$ cat src/rtl/prog_loader.sv
// rtl/prog_loader.sv - streams instruction words into CPU memory over AXI-Lite writes.
// Define LOADER_AUTORUN_EN to follow the load with a RUN_VALUE write to CTRL_ADDR.
module prog_loader #(
  parameter logic [31:0] IMEM_BASE = 32'h0000_1000,
  parameter logic [31:0] CTRL_ADDR = 32'h0000_0000,
  parameter logic [31:0] RUN_VALUE = 32'h0000_0001,
  parameter int unsigned MAX_WORDS = 1024
) (
  input  logic        clk,
  input  logic        rst_n,
  input  logic        start,
  input  logic [10:0] word_count,
  input  logic        s_valid,
  output logic        s_ready,
  input  logic [31:0] s_data,
  output logic [31:0] M_AXI_AWADDR,
  output logic        M_AXI_AWVALID,
  input  logic        M_AXI_AWREADY,
  output logic [31:0] M_AXI_WDATA,
  output logic [3:0]  M_AXI_WSTRB,
  output logic        M_AXI_WVALID,
  input  logic        M_AXI_WREADY,
  input  logic [1:0]  M_AXI_BRESP,
  input  logic        M_AXI_BVALID,
  output logic        M_AXI_BREADY,
  output logic        busy,
  output logic        done,
  output logic        error,
  output logic [10:0] loaded
);

  typedef enum logic [2:0] {
    IDLE,
    FETCH,
    WRITE,
    RESP
`ifdef LOADER_AUTORUN_EN
    ,
    CTRL,
    CTRL_RESP
`endif
  } state_t;

  state_t      state;
  logic [10:0] count_q;
  logic [10:0] loaded_inc;
  logic        xfer_done;

  assign M_AXI_WSTRB = 4'hF;
  assign loaded_inc  = loaded + 11'd1;
  // Each channel is finished once its valid has dropped or is being accepted now.
  assign xfer_done   = (!M_AXI_AWVALID || M_AXI_AWREADY) && (!M_AXI_WVALID || M_AXI_WREADY);

  always_ff @(posedge clk or negedge rst_n) begin
    if (!rst_n) begin
      state         <= IDLE;
      count_q       <= 11'd0;
      s_ready       <= 1'b0;
      M_AXI_AWADDR  <= 32'd0;
      M_AXI_AWVALID <= 1'b0;
      M_AXI_WDATA   <= 32'd0;
      M_AXI_WVALID  <= 1'b0;
      M_AXI_BREADY  <= 1'b0;
      busy          <= 1'b0;
      done          <= 1'b0;
      error         <= 1'b0;
      loaded        <= 11'd0;
    end else begin
      done <= 1'b0;
      if (M_AXI_AWREADY) M_AXI_AWVALID <= 1'b0;
      if (M_AXI_WREADY)  M_AXI_WVALID  <= 1'b0;

      case (state)
        IDLE: begin
          if (start) begin
            error   <= 1'b0;
            loaded  <= 11'd0;
            count_q <= word_count;
            if ({21'd0, word_count} > MAX_WORDS) begin
              error <= 1'b1;
            end else if (word_count == 11'd0) begin
`ifdef LOADER_AUTORUN_EN
              state         <= CTRL;
              busy          <= 1'b1;
              M_AXI_AWADDR  <= CTRL_ADDR;
              M_AXI_WDATA   <= RUN_VALUE;
              M_AXI_AWVALID <= 1'b1;
              M_AXI_WVALID  <= 1'b1;
`else
              done <= 1'b1;
`endif
            end else begin
              state   <= FETCH;
              busy    <= 1'b1;
              s_ready <= 1'b1;
            end
          end
        end

        FETCH: begin
          if (s_valid && s_ready) begin
            s_ready       <= 1'b0;
            M_AXI_WDATA   <= s_data;
            M_AXI_AWADDR  <= IMEM_BASE + {19'd0, loaded, 2'b00};
            M_AXI_AWVALID <= 1'b1;
            M_AXI_WVALID  <= 1'b1;
            state         <= WRITE;
          end
        end

        WRITE: begin
          if (xfer_done) begin
            M_AXI_BREADY <= 1'b1;
            state        <= RESP;
          end
        end

        RESP: begin
          if (M_AXI_BVALID) begin
            M_AXI_BREADY <= 1'b0;
            if (M_AXI_BRESP == 2'b00) begin
              loaded <= loaded_inc;
              if (loaded_inc == count_q) begin
`ifdef LOADER_AUTORUN_EN
                state         <= CTRL;
                M_AXI_AWADDR  <= CTRL_ADDR;
                M_AXI_WDATA   <= RUN_VALUE;
                M_AXI_AWVALID <= 1'b1;
                M_AXI_WVALID  <= 1'b1;
`else
                state <= IDLE;
                busy  <= 1'b0;
                done  <= 1'b1;
`endif
              end else begin
                state   <= FETCH;
                s_ready <= 1'b1;
              end
            end else begin
              error <= 1'b1;
              state <= IDLE;
              busy  <= 1'b0;
            end
          end
        end

`ifdef LOADER_AUTORUN_EN
        CTRL: begin
          if (xfer_done) begin
            M_AXI_BREADY <= 1'b1;
            state        <= CTRL_RESP;
          end
        end

        CTRL_RESP: begin
          if (M_AXI_BVALID) begin
            M_AXI_BREADY <= 1'b0;
            state        <= IDLE;
            busy         <= 1'b0;
            if (M_AXI_BRESP == 2'b00) done <= 1'b1;
            else                      error <= 1'b1;
          end
        end
`endif

        default: state <= IDLE;
      endcase
    end
  end

endmodule

$ cat config.mk
export PLATFORM = sky130hd
export DESIGN_NAME = prog_loader
export DESIGN_NICKNAME = d
export VERILOG_FILES = /design/src/rtl/prog_loader.sv
export SDC_FILE = /design/constraint.sdc
export NUM_CORES = 1
export LEC_CHECK = 0
export BUFFER_PORTS_ARGS = -buffer_cell sky130_fd_sc_hd__buf_2
export CELL_PAD_IN_SITES_DETAIL_PLACEMENT = 0
export CELL_PAD_IN_SITES_GLOBAL_PLACEMENT = 1
export CORE_MARGIN = 1.5
export CORE_UTILIZATION = 34
export CTS_CLUSTER_SIZE = 8
export DETAILED_ROUTE_END_ITERATION = 12
export PLACE_DENSITY_LB_ADDON = 0.1
export SYNTH_ARGS = -nofsm -noshare
export SYNTH_HDL_FRONTEND = slang
export SYNTH_SLANG_ARGS = --single-unit
$ cat constraint.sdc
create_clock -name clk -period 2.3 [get_ports clk]
set_input_delay 0.345 -clock clk [delete_from_list [all_inputs] [get_ports clk]]
set_output_delay 0.345 -clock clk [all_outputs]
set_load 0.1 [all_outputs]
# After elaboration in Yosys (flattened, before gate mapping)
# Cells that the tools add are included.
# totals
out_inout_bits	86
word_cells	95
register_bits	96
# op_classes
n_eq_ne	14
mux	46
n_lt_le_gt_ge	1
reduce_logical	20
addsub	2
# ops
op	n
two-way mux 11 bit	3
two-way mux 1 bit	29
case mux 11 bit (2 select lines)	1
two-way mux 3 bit	7
!= test 2 bit, second input constant	9
adder 13 x 13 -> 14 bit, first input constant	1
case mux 3 bit (4 select lines)	1
AND reduction 6 bit	2
adder 11 x 1 -> 11 bit, second input constant	1
== test 11 bit	1
> comparator 11 bit, second input constant	1
logical NOT 11 bit	1
case mux 1 bit (2 select lines)	4
AND reduction 4 bit	2
AND reduction 8 bit	1
== test 3 x 2 -> 1 bit, second input constant	2
AND reduction 2 bit	2
nonzero test 2 bit	2
== test 3 x 1 -> 1 bit, second input constant	1
logical NOT 3 bit	1
!= test 3 bit, second input constant	1
case mux 1 bit (3 select lines)	1
AND reduction 3 bit	1
nonzero test 3 bit	1
4 further kinds	7

# Longest topological paths before layout
# Gate-level depths: netlist of the first run.
# logic_depth
word_depth	6
depth_mapped	9

# Least setup slack after synthesis of the first run
# OpenSTA, ideal clock, no wires.
# synth_path
path_type	register to register
from	reg loaded[1]
to	reg s_ready
setup_slack_ps	-514
setup_time_ps	128
arrival_time_ps	2686
stages_incl_launch_ff	10
t_required_ps	2172
path_cell_list	dfrtp_1 > ha_1 > buf_4 > and3_1 > and4_1 > o2111ai_1 > a211oi_1 > nand4_1 > nand4b_1 > mux2_1
# synth_via
elab_chain_cells	4
# synth_lines
element	line	source
start: declaration	29	output logic [10:0] loaded
start signal: assignment	122	loaded <= loaded_inc;
adder 11 x 1 -> 11 bit	50	assign loaded_inc = loaded + 11'd1;
== test 11 bit	123	if (loaded_inc == count_q) begin
!= test 2 bit (no line)	--	
AND reduction 8 bit (no line)	--	
end signal: assignment	58	s_ready <= 1'b0;
end signal: assignment	95	s_ready <= 1'b1;
end signal: assignment	137	s_ready <= 1'b1;
end: declaration	14	output logic s_ready,
# No other way between the ends.
# A chain may end at the register's enable or synchronous reset.

# Final worst setup path of the first run
# layout_path
from	reg loaded[0]
to	reg s_ready
# Same word-level chain as after synthesis.

==> results.md, run 1 <==
* Setup-failing EPs final at 0
* Critical Path RT at between 2000 and 3000 ps
* Number of flops mapped to enable cells by yosys at 0
* Average vias per placed instance at between 4 and 5
* Fmax at approximately 0.46 GHz
* CTS Buffer Depth at 2
* Die Y at between 100 and 150 microns
* Synth Flop Type: dfrtp_1
* Post-synthesis sequential area ratio at between 50% and 60%
* Syn-to-layout area delta at 28.95%
* Root Buffer: clkbuf_8
* Share of cells above drive strength 1 at 48.61%
* Number of remaining DRC errors at 0
* Vias at roughly 2,900
* RSZ-0062 raised after global routing: false
* Nets at approximately 520
* Worst Hold Class: in -> reg
* ANT nets after route at 0
* Io pins at roughly 140
* #FFs+latches synth at 75
* Initial antenna violation count at 1
* Worst Path Max Fanout at 9
* Dpl hpwl at approximately 6200 microns
* Routability congestion estimate at about 0.79
* Worst setup path class: reg -> reg
* Global-route wire length before repair at 13,790 microns
* Commonest non-fill, non-tap cells in the layout: buf_2 (112), dfrtp_1 (65), mux2_2 (51), nand2_1 (31), conb_1 (24)
* CP Capture Type: flip-flop
* Post-synth ARST share at between 90% and 100%
* Ratio of final minimum period to clock period at approximately 95%
* H-tree levels at 3
* Commonest non-fill, non-tap cell in the layout: buf_2
* Num CTS Buffers at 9
* Die area at ~12,000 sq um
* Slew @ Worst Pin at 579.4 ps
* Crit path to: s_ready
* # fillers at between 1,000 and 1,500
* Initial Util at between 30% and 40%
* Crit. Startpoint: loaded[0]
* Final core utilization at between 40 and 50%
* Setup ws final at roughly 110 ps
* Port Buf Inserts at between 100 and 150
* Status: finished, final reports clean
* R2r setup slk at between 100 and 150 ps
* Distinct cells, synth at 48
* Row Count at 38
* Pre-CTS WS at -66.36 ps
* Total core area at 10,750 sq um
* Startpoint Class: flip-flop
* Headroom to the max-slew limit at between 60 and 70%
* Clk_skew at approximately 13 ps
* Reg-to-Reg Start: loaded[0]
* Total wire length at around 8900 microns
* Max cap viols at 0
* Max-slew violations at 0
* Crit path time final at 2192 ps
* Post-Synthesis Cells at 333
* CTS tree: yes
* Syn avg cell area at approximately 11 sq um
* Terminus of the critical flop-to-flop path: s_ready
* Routed WL per cell at 14.54 microns
* Cell area after synthesis at 3721 sq um
* R2R cell count at 8
* Worst EP arrival at 2430 ps
* Worst-skew pair later-pin latency at ~350 ps
* CTS clock-pin slew for the worst setup and hold paths at about 90 ps
* 1st-iter DRT viols at 94
* Largest net degree at the start of global routing at a little over 50
* Diodes inserted at 0
* Hold Vio Cnt, Final at 0
* First-pass iteration count of the detailed router at 4
* GR Overflow Total at 0
* Clk sinks at 75
* Die X at approximately 110 microns
* GR Util All Layers at 15.52%
* Yosys warning count at 0
* Vias in the first global route at approximately 2,700
## worst max-delay path: stages, from the launching register on
cell	delay [ps]
dfrtp_4	440
buf_4	170
and4_2	270
nand2_1	120
o311a_1	360
o21ai_1	140
nand4_1	140
nand4b_1	120
mux2_1	320
## state kept, by name (all words and copies together) (netlist names), 2 cells and up
name / count
M_AXI_AWADDR: 12
M_AXI_WDATA: 32
count_q: 11
loaded: 11
state: 2
## how the worst min path moves through the flow
stage	from	endpoint	slack [ps]	cells after the start
floorplan	rst_n	M_AXI_AWADDR[10]	50	0
global placement	rst_n	M_AXI_WDATA[31]	340	1
detailed placement	rst_n	M_AXI_WDATA[31]	340	1
CTS	s_data[20]	M_AXI_WDATA[20]	200	2
global route	s_data[21]	M_AXI_WDATA[21]	200	2
finish	s_data[20]	M_AXI_WDATA[20]	220	2
## final cells by class
| type | count | area, sq um | share of cell area, % |
|---|---|---|---|
| Inverter | 9 | 33.78 | 0.7040 |
| Timing Repair Buffer | 138 | 783.3 | 16.32 |
| Clock inverter | 5 | 61.31 | 1.278 |
| Clock buffer | 11 | 151.4 | 3.155 |
| Sequential cell | 75 | 1897 | 39.53 |
| Tap cell | 140 | 175.2 | 3.651 |
| Multi-Input combinational cell | 231 | 1697 | 35.36 |
## cells by family (layout without fill, tap and decap cells)
kind of cell    after synthesis  count (layout)  share of synthesized area (%)
flops                        75              75                          50.44
simple gates                 87              87                          12.31
buf+inv                      49             163                          7.868
fa+ha+maj                     5               5                          1.681
other cells                   2              24                         0.2018
compound gates               50              50                          8.709
xor+xnor                     13              13                          3.060
mux                          52              52                          15.74
## routing by layer
metal  part of all wire [%]  global-route usage, %  vias up
met5                   0.11                      0        -
met4                    1.1                  6.579        2
met3                    6.1                  4.177       11
met2                     44                  22.57       92
met1                     48                  21.70     1397
li1                       -                      -     1388
## synthesized netlist by cell type, drive strengths merged (2+ instances only)
cell type	number	area, sq um
nand3	14	75.07
xnor2	11	96.34
nand3b	2	15.01
inv	8	30.03
nor4	3	33.78
buf	38	251.5
a21oi	8	40.04
and4	2	17.52
o2111ai	2	17.52
and3	2	12.51
nand2	31	116.4
nor3	6	30.03
conb	2	7.510
or3	2	12.51
clkbuf	2	7.510
a31oi	4	25.02
mux2	52	585.6
a21o	2	15.01
ha	5	62.56
dfrtp	75	1877
nor3b	2	15.01
nand4b	2	17.52
xor2	2	17.52
nand4	4	31.28
nand2b	2	12.51
o31ai	2	15.01
o21ai	22	110.1
o221ai	2	17.52
nor2	12	45.04
## metrics by stage
step	TNS, ps	area [sq um]	std cells	hold WS [ps]
6_report	0	4798	609	218.6
5_1_grt	0	4798	609	204.0
4_1_cts	0	4716	601	199.8
3_5_place_dp	-66.36	4453	581	340.4
3_3_place_gp	-38.51	4453	581	341.9
2_1_floorplan	-40.15	3841	355	49.41
## timing repair
| item | 4_1_cts | 5_1_grt |
|---|---|---|
| gates resized for setup | 3 | 5 |
| buffers inserted | 3 | 8 |
| endpoints found under the setup margin | 1 | 10 |
| hold buffers | 1 | 0 |
| pin swaps | 4 | 4 |
| hold endpoints to repair | 35 | 0 |
Power of run 1 is not shown: default switching activity piles up to over one toggle a cycle in this logic, so the estimate is an artifact.
==> run 2, diff against run 1 <==
--- a/config.mk
+++ b/config.mk
@@ -5,11 +5,12 @@
 export SDC_FILE = /design/constraint.sdc
 export NUM_CORES = 1
 export LEC_CHECK = 0
+export ABC_CLOCK_PERIOD_IN_PS = 2300
 export BUFFER_PORTS_ARGS = -buffer_cell sky130_fd_sc_hd__buf_2
 export CELL_PAD_IN_SITES_DETAIL_PLACEMENT = 0
 export CELL_PAD_IN_SITES_GLOBAL_PLACEMENT = 1
 export CORE_MARGIN = 1.5
-export CORE_UTILIZATION = 34
+export CORE_UTILIZATION = 30
 export CTS_CLUSTER_SIZE = 8
 export DETAILED_ROUTE_END_ITERATION = 12
 export PLACE_DENSITY_LB_ADDON = 0.1
==> results.md, run 2 (synthesis results as in run 1) <==
* Port Buf Inserts at 113 (unchanged)
* Vias at 2,829 (was 2,890)
* Setup-failing EPs final at 0 (unchanged)
* Average vias per placed instance at 4.483 (was 4.745)
* Vias in the first global route at 2,923 (was 2,703)
* Worst-skew pair later-pin latency at 330 ps (was 350 ps)
* # fillers at 1,216 (was 1,108)
* Max cap viols at 0 (unchanged)
* CTS clock-pin slew for the worst setup and hold paths at 60 ps (was 90 ps)
* RSZ-0062 raised after global routing: false (unchanged)
* Row Count at 40 (was 38)
* Io pins at 138 (unchanged)
* Total wire length at 9167 microns (was 8857 microns)
* GR Util All Layers at 15.07% (was 15.52%)
* Commonest non-fill, non-tap cell in the layout: buf_2 (unchanged)
* Worst setup path class: reg -> reg (unchanged)
* GR Overflow Total at 0 (unchanged)
* Ratio of final minimum period to clock period at 94.18% (was 95.29%)
* Die X at 114.4 microns (was 107.6 microns)
* Max-slew violations at 0 (unchanged)
* Number of remaining DRC errors at 0 (unchanged)
* Largest registers: M_AXI_WDATA (32), M_AXI_AWADDR (12) (unchanged)
* Initial Util at 30.85% (was 34.63%)
* Fmax at 0.4616 GHz (was 0.4563 GHz)
* Initial antenna violation count at 0 (was 1)
* Worst Hold Class: in -> async (was in -> reg)
* Total core area at 12,060 sq um (was 10,750 sq um)
* CTS tree: yes (unchanged)
* Post-route insts no fill at 631 (was 609)
* Global-route wire length before repair at 15,190 microns (was 13,790 microns)
* Clk sinks at 75 (unchanged)
* Hold Vio Cnt, Final at 0 (unchanged)
* Root Buffer: clkbuf_16 (was clkbuf_8)
* Num CTS Buffers at 9 (unchanged)
* 1st-iter DRT viols at 104 (was 94)
* Max reg flops at 32 (unchanged)
* Slew @ Worst Pin at 746.7 ps (was 579.4 ps)
* Multi-input gate area at 1668 sq um (was 1697 sq um)
* Status: finished, final reports clean (unchanged)
* Worst EP arrival at 2380 ps (was 2430 ps)
* Sequential cell area at 1897 sq um (unchanged)
* Clk_skew at 5.754 ps (was 12.88 ps)
* Critical Path RT at 2510 ps (was 2530 ps)
* H-tree levels at 3 (unchanged)
* Crit path time final at 2166 ps (was 2192 ps)
* Nets at 516 (was 521)
* Commonest non-fill, non-tap cells in the layout: buf_2 (112), dfrtp_1 (65), mux2_2 (51), nand2_1 (31), conb_1 (24) (unchanged)
* CP Capture Type: flip-flop (unchanged)
* Worst Path Max Fanout at 9 (unchanged)
* First-pass iteration count of the detailed router at 5 (was 4)
* ANT nets after route at 0 (unchanged)
* Routability congestion estimate at 0.7672 (was 0.7930)
* CTS Buffer Depth at 2 (unchanged)
* Die Y at 114.4 microns (was 107.6 microns)
* Headroom to the max-slew limit at 50.22% (was 61.16%)
* Most flops, register: M_AXI_WDATA (unchanged)
* Die area at 13,080 sq um (was 11,580 sq um)
* Syn-to-layout area delta at 30.80% (was 28.95%)
* Diodes inserted at 0 (unchanged)
* Dpl hpwl at 6785 microns (was 6250 microns)
* CTS Hold Buffers Added at 0 (was 1)
* Share of cells above drive strength 1 at 47.30% (was 48.61%)
* Largest net degree at the start of global routing at 59 (was 51)
* Routed WL per cell at 14.53 microns (was 14.54 microns)
* Number of cells after detailed placement at 612 (was 581)
* Startpoint Class: flip-flop (unchanged)
[run 2: worst max-delay path: stages (launching register included)]
cell      delay, ps
dfrtp_4         520
ha_4            210
or4b_1          490
o2bb2a_4        220
o211ai_2         70
nand4_1         110
nand4b_1        110
mux2_1          320
[run 2: timing repair]
| action | in CTS | in global routing |
|---|---|---|
| setup endpoints to repair | 0 | 1 |
| resized for setup | 0 | 2 |
| buffers inserted | 0 | 4 |
[run 2: path summary, 6_finish.rpt]
kind / end / slack [ps] / from / cells after the start
max in group asynchronous: M_AXI_WDATA[8] / 1650 / rst_n / 2
hold reg to reg: M_AXI_AWADDR[13] / 480 / M_AXI_AWADDR[13] / 2
hold / removal: M_AXI_AWADDR[4] / 90 / rst_n / 1
min in group clk: M_AXI_WDATA[11] / 240 / s_data[11] / 2
setup / recovery: s_ready / 130 / loaded[0] / 7
setup reg to reg: s_ready / 130 / loaded[0] / 7
[run 2: final cells by class]
class	instances	share of cell area (%)
sequential	75	38.97
multi-input combinational	231	34.27
timing repair buffer	133	15.27
clock buffer	9	4.627
tap	168	4.319
clock inverter	6	1.851
inverter	9	0.6941
[run 2: per-stage QoR]
stage               hold WS (ps)  area (sq um)  util, %  setup TNS (ps)  setup slack (ps)
floorplan                  49.41          3841        -          -40.15            -40.15
global placement           461.1          4511    37.40               0             157.5
detailed placement         469.4          4511    37.40               0             117.2
CTS                        116.9          4826    40.01               0             92.60
global route               150.1          4867    40.35               0             34.57
finish                     91.85          4867    40.35               0             133.9
[run 2: routing by layer]
metal / share of wire (%) / global-route usage (%) / vias up
li1: - / - / 1374
met1: 45 / 19.06 / 1339
met2: 45 / 23.25 / 102
met3: 8.3 / 6.141 / 14
met4: 1.5 / 5.417 / 0
met5: 0 / 0 / -
Power of run 2 is left out for the same reason.
==> run 3, diff against run 2 <==
--- a/config.mk
+++ b/config.mk
@@ -9,7 +9,6 @@
 export BUFFER_PORTS_ARGS = -buffer_cell sky130_fd_sc_hd__buf_2
 export CELL_PAD_IN_SITES_DETAIL_PLACEMENT = 0
 export CELL_PAD_IN_SITES_GLOBAL_PLACEMENT = 1
-export CORE_MARGIN = 1.5
 export CORE_UTILIZATION = 30
 export CTS_CLUSTER_SIZE = 8
 export DETAILED_ROUTE_END_ITERATION = 12
==> results.md, run 3 (synthesis results as in run 1) <==
* Max reg flops at 32 (unchanged)
* Row Count at 40 (unchanged)
* Syn-to-layout area delta at 32.31% (was 30.80%)
* 1st-iter DRT viols at 106 (was 104)
* Number of cells after detailed placement at 611 (was 612)
* GR Util All Layers at 15.25% (was 15.07%)
* Die X at 113.4 microns (was 114.4 microns)
* Initial Util at 30.85% (unchanged)
* Vias in the first global route at 2,869 (was 2,923)
* Commonest non-fill, non-tap cells in the layout: buf_2 (112), dfrtp_1 (65), mux2_2 (51), nand2_1 (31), buf_4 (26) (was buf_2 (112), dfrtp_1 (65), mux2_2 (51), nand2_1 (31), conb_1 (24))
* Crit path time final at 2192 ps (was 2166 ps)
* Global-route wire length before repair at 14,820 microns (was 15,190 microns)
* Number of remaining DRC errors at 0 (unchanged)
* Status: finished, final reports clean (unchanged)
* Worst setup path class: reg -> reg (unchanged)
* Share of cells above drive strength 1 at 48.09% (was 47.30%)
* Worst-skew pair later-pin latency at 340 ps (was 330 ps)
* Routed WL per cell at 14.34 microns (was 14.53 microns)
* Root Buffer: clkbuf_16 (unchanged)
* Io pins at 138 (unchanged)
* Max-slew violations at 0 (unchanged)
* Num CTS Buffers at 9 (unchanged)
* Initial antenna violation count at 0 (unchanged)
* Clk sinks at 75 (unchanged)
* Fmax at 0.4561 GHz (was 0.4616 GHz)
* Pre-CTS WS at -78.38 ps (was 117.2 ps)
* Setup ws final at 107.5 ps (was 133.9 ps)
* Setup-failing EPs final at 0 (unchanged)
* Dpl hpwl at 6525 microns (was 6785 microns)
* Startpoint Class: flip-flop (unchanged)
* Hold Vio Cnt, Final at 0 (unchanged)
* Max cap viols at 0 (unchanged)
* Clk_skew at 5.277 ps (was 5.754 ps)
* Worst EP arrival at 2410 ps (was 2380 ps)
* Total core area at 12,060 sq um (unchanged)
* Nets at 522 (was 516)
* CTS Buffer Depth at 2 (unchanged)
* Final core utilization at 40.82% (was 40.35%)
* Headroom to the max-slew limit at 48.96% (was 50.22%)
* Worst Hold Class: in -> async (unchanged)
* Slew @ Worst Pin at 765.6 ps (was 746.7 ps)
* First-pass iteration count of the detailed router at 4 (was 5)
* Average vias per placed instance at 4.497 (was 4.483)
* Die Y at 113.4 microns (was 114.4 microns)
* Routability congestion estimate at 0.7592 (was 0.7672)
* CTS tree: yes (unchanged)
* Port Buf Inserts at 113 (unchanged)
* Total wire length at 9150 microns (was 9167 microns)
* CTS clock-pin slew for the worst setup and hold paths at 60 ps (about the same)
* Cell area after layout at 4923 sq um (was 4867 sq um)
* Worst Path Max Fanout at 9 (unchanged)
* Largest net degree at the start of global routing at 59 (unchanged)
* Ratio of final minimum period to clock period at 95.33% (was 94.18%)
* Diodes inserted at 0 (unchanged)
* DP Area at 4491 sq um (was 4511 sq um)
* Vias at 2,869 (was 2,829)
* CP Capture Type: flip-flop (unchanged)
* ANT nets after route at 0 (unchanged)
* Largest registers: M_AXI_WDATA (32), M_AXI_AWADDR (12) (unchanged)
* Die area at 12,850 sq um (was 13,080 sq um)
* H-tree levels at 3 (unchanged)
* Critical Path RT at 2520 ps (was 2510 ps)
* R2r setup slk at 110 ps (was 130 ps)
* Most flops, register: M_AXI_WDATA (unchanged)
* Post-route insts no fill at 638 (was 631)
* GR Overflow Total at 0 (unchanged)
* Commonest non-fill, non-tap cell in the layout: buf_2 (unchanged)
## run 3: worst paths after layout
check,startpoint,end,cells past startpoint
setup / recovery,loaded[0],s_ready,8
hold / removal,rst_n,M_AXI_AWADDR[7],1
setup reg to reg,loaded[0],s_ready,8
hold reg to reg,M_AXI_AWADDR[12],M_AXI_AWADDR[12],2
max in group asynchronous,rst_n,M_AXI_WDATA[11],2
min in group clk,s_data[10],M_AXI_WDATA[10],2
## run 3: worst max-delay path, cell delays in order, from the launching register on
cell and delay (ps):
dfrtp_4 430, buf_4 180, and4_1 240, nand2_1 110
o311a_1 350, o21ai_1 150, nand4_1 150, nand4b_1 130
mux2_1 330
## run 3: layout make-up
cell class                 instances  area [sq um]
multi-input combinational        231          1687
sequential                        75          1897
inverter                           9         33.78
clock inverter                     4         73.82
timing repair buffer             139         775.7
clock buffer                      12         246.5
fill                            1229          7138
tap                              168         210.2
## run 3: repair_timing
item	in CTS	in global routing
setup endpoints to repair	1	8
pin swaps	7	3
hold buffers	0	0
gates resized for setup	0	6
buffers inserted	6	5
cloned	0	0
## run 3: metrics by stage
stage          TNS (ps)  hold slack, ps
3_3_place_gp     -50.72           463.1
6_report              0           73.66
3_5_place_dp     -78.38           471.1
2_1_floorplan    -40.15           49.41
4_1_cts               0           108.1
5_1_grt          -21.06           143.0
## run 3: layer usage
metal	share of wire, %	track usage [%]	wire (microns)
met2	45	23.44	4124
met5	0	0	0
met1	46	19.39	4202
met4	1.1	4.211	105
met3	7.8	6.908	717
Power of run 3 is left out for the same reason.
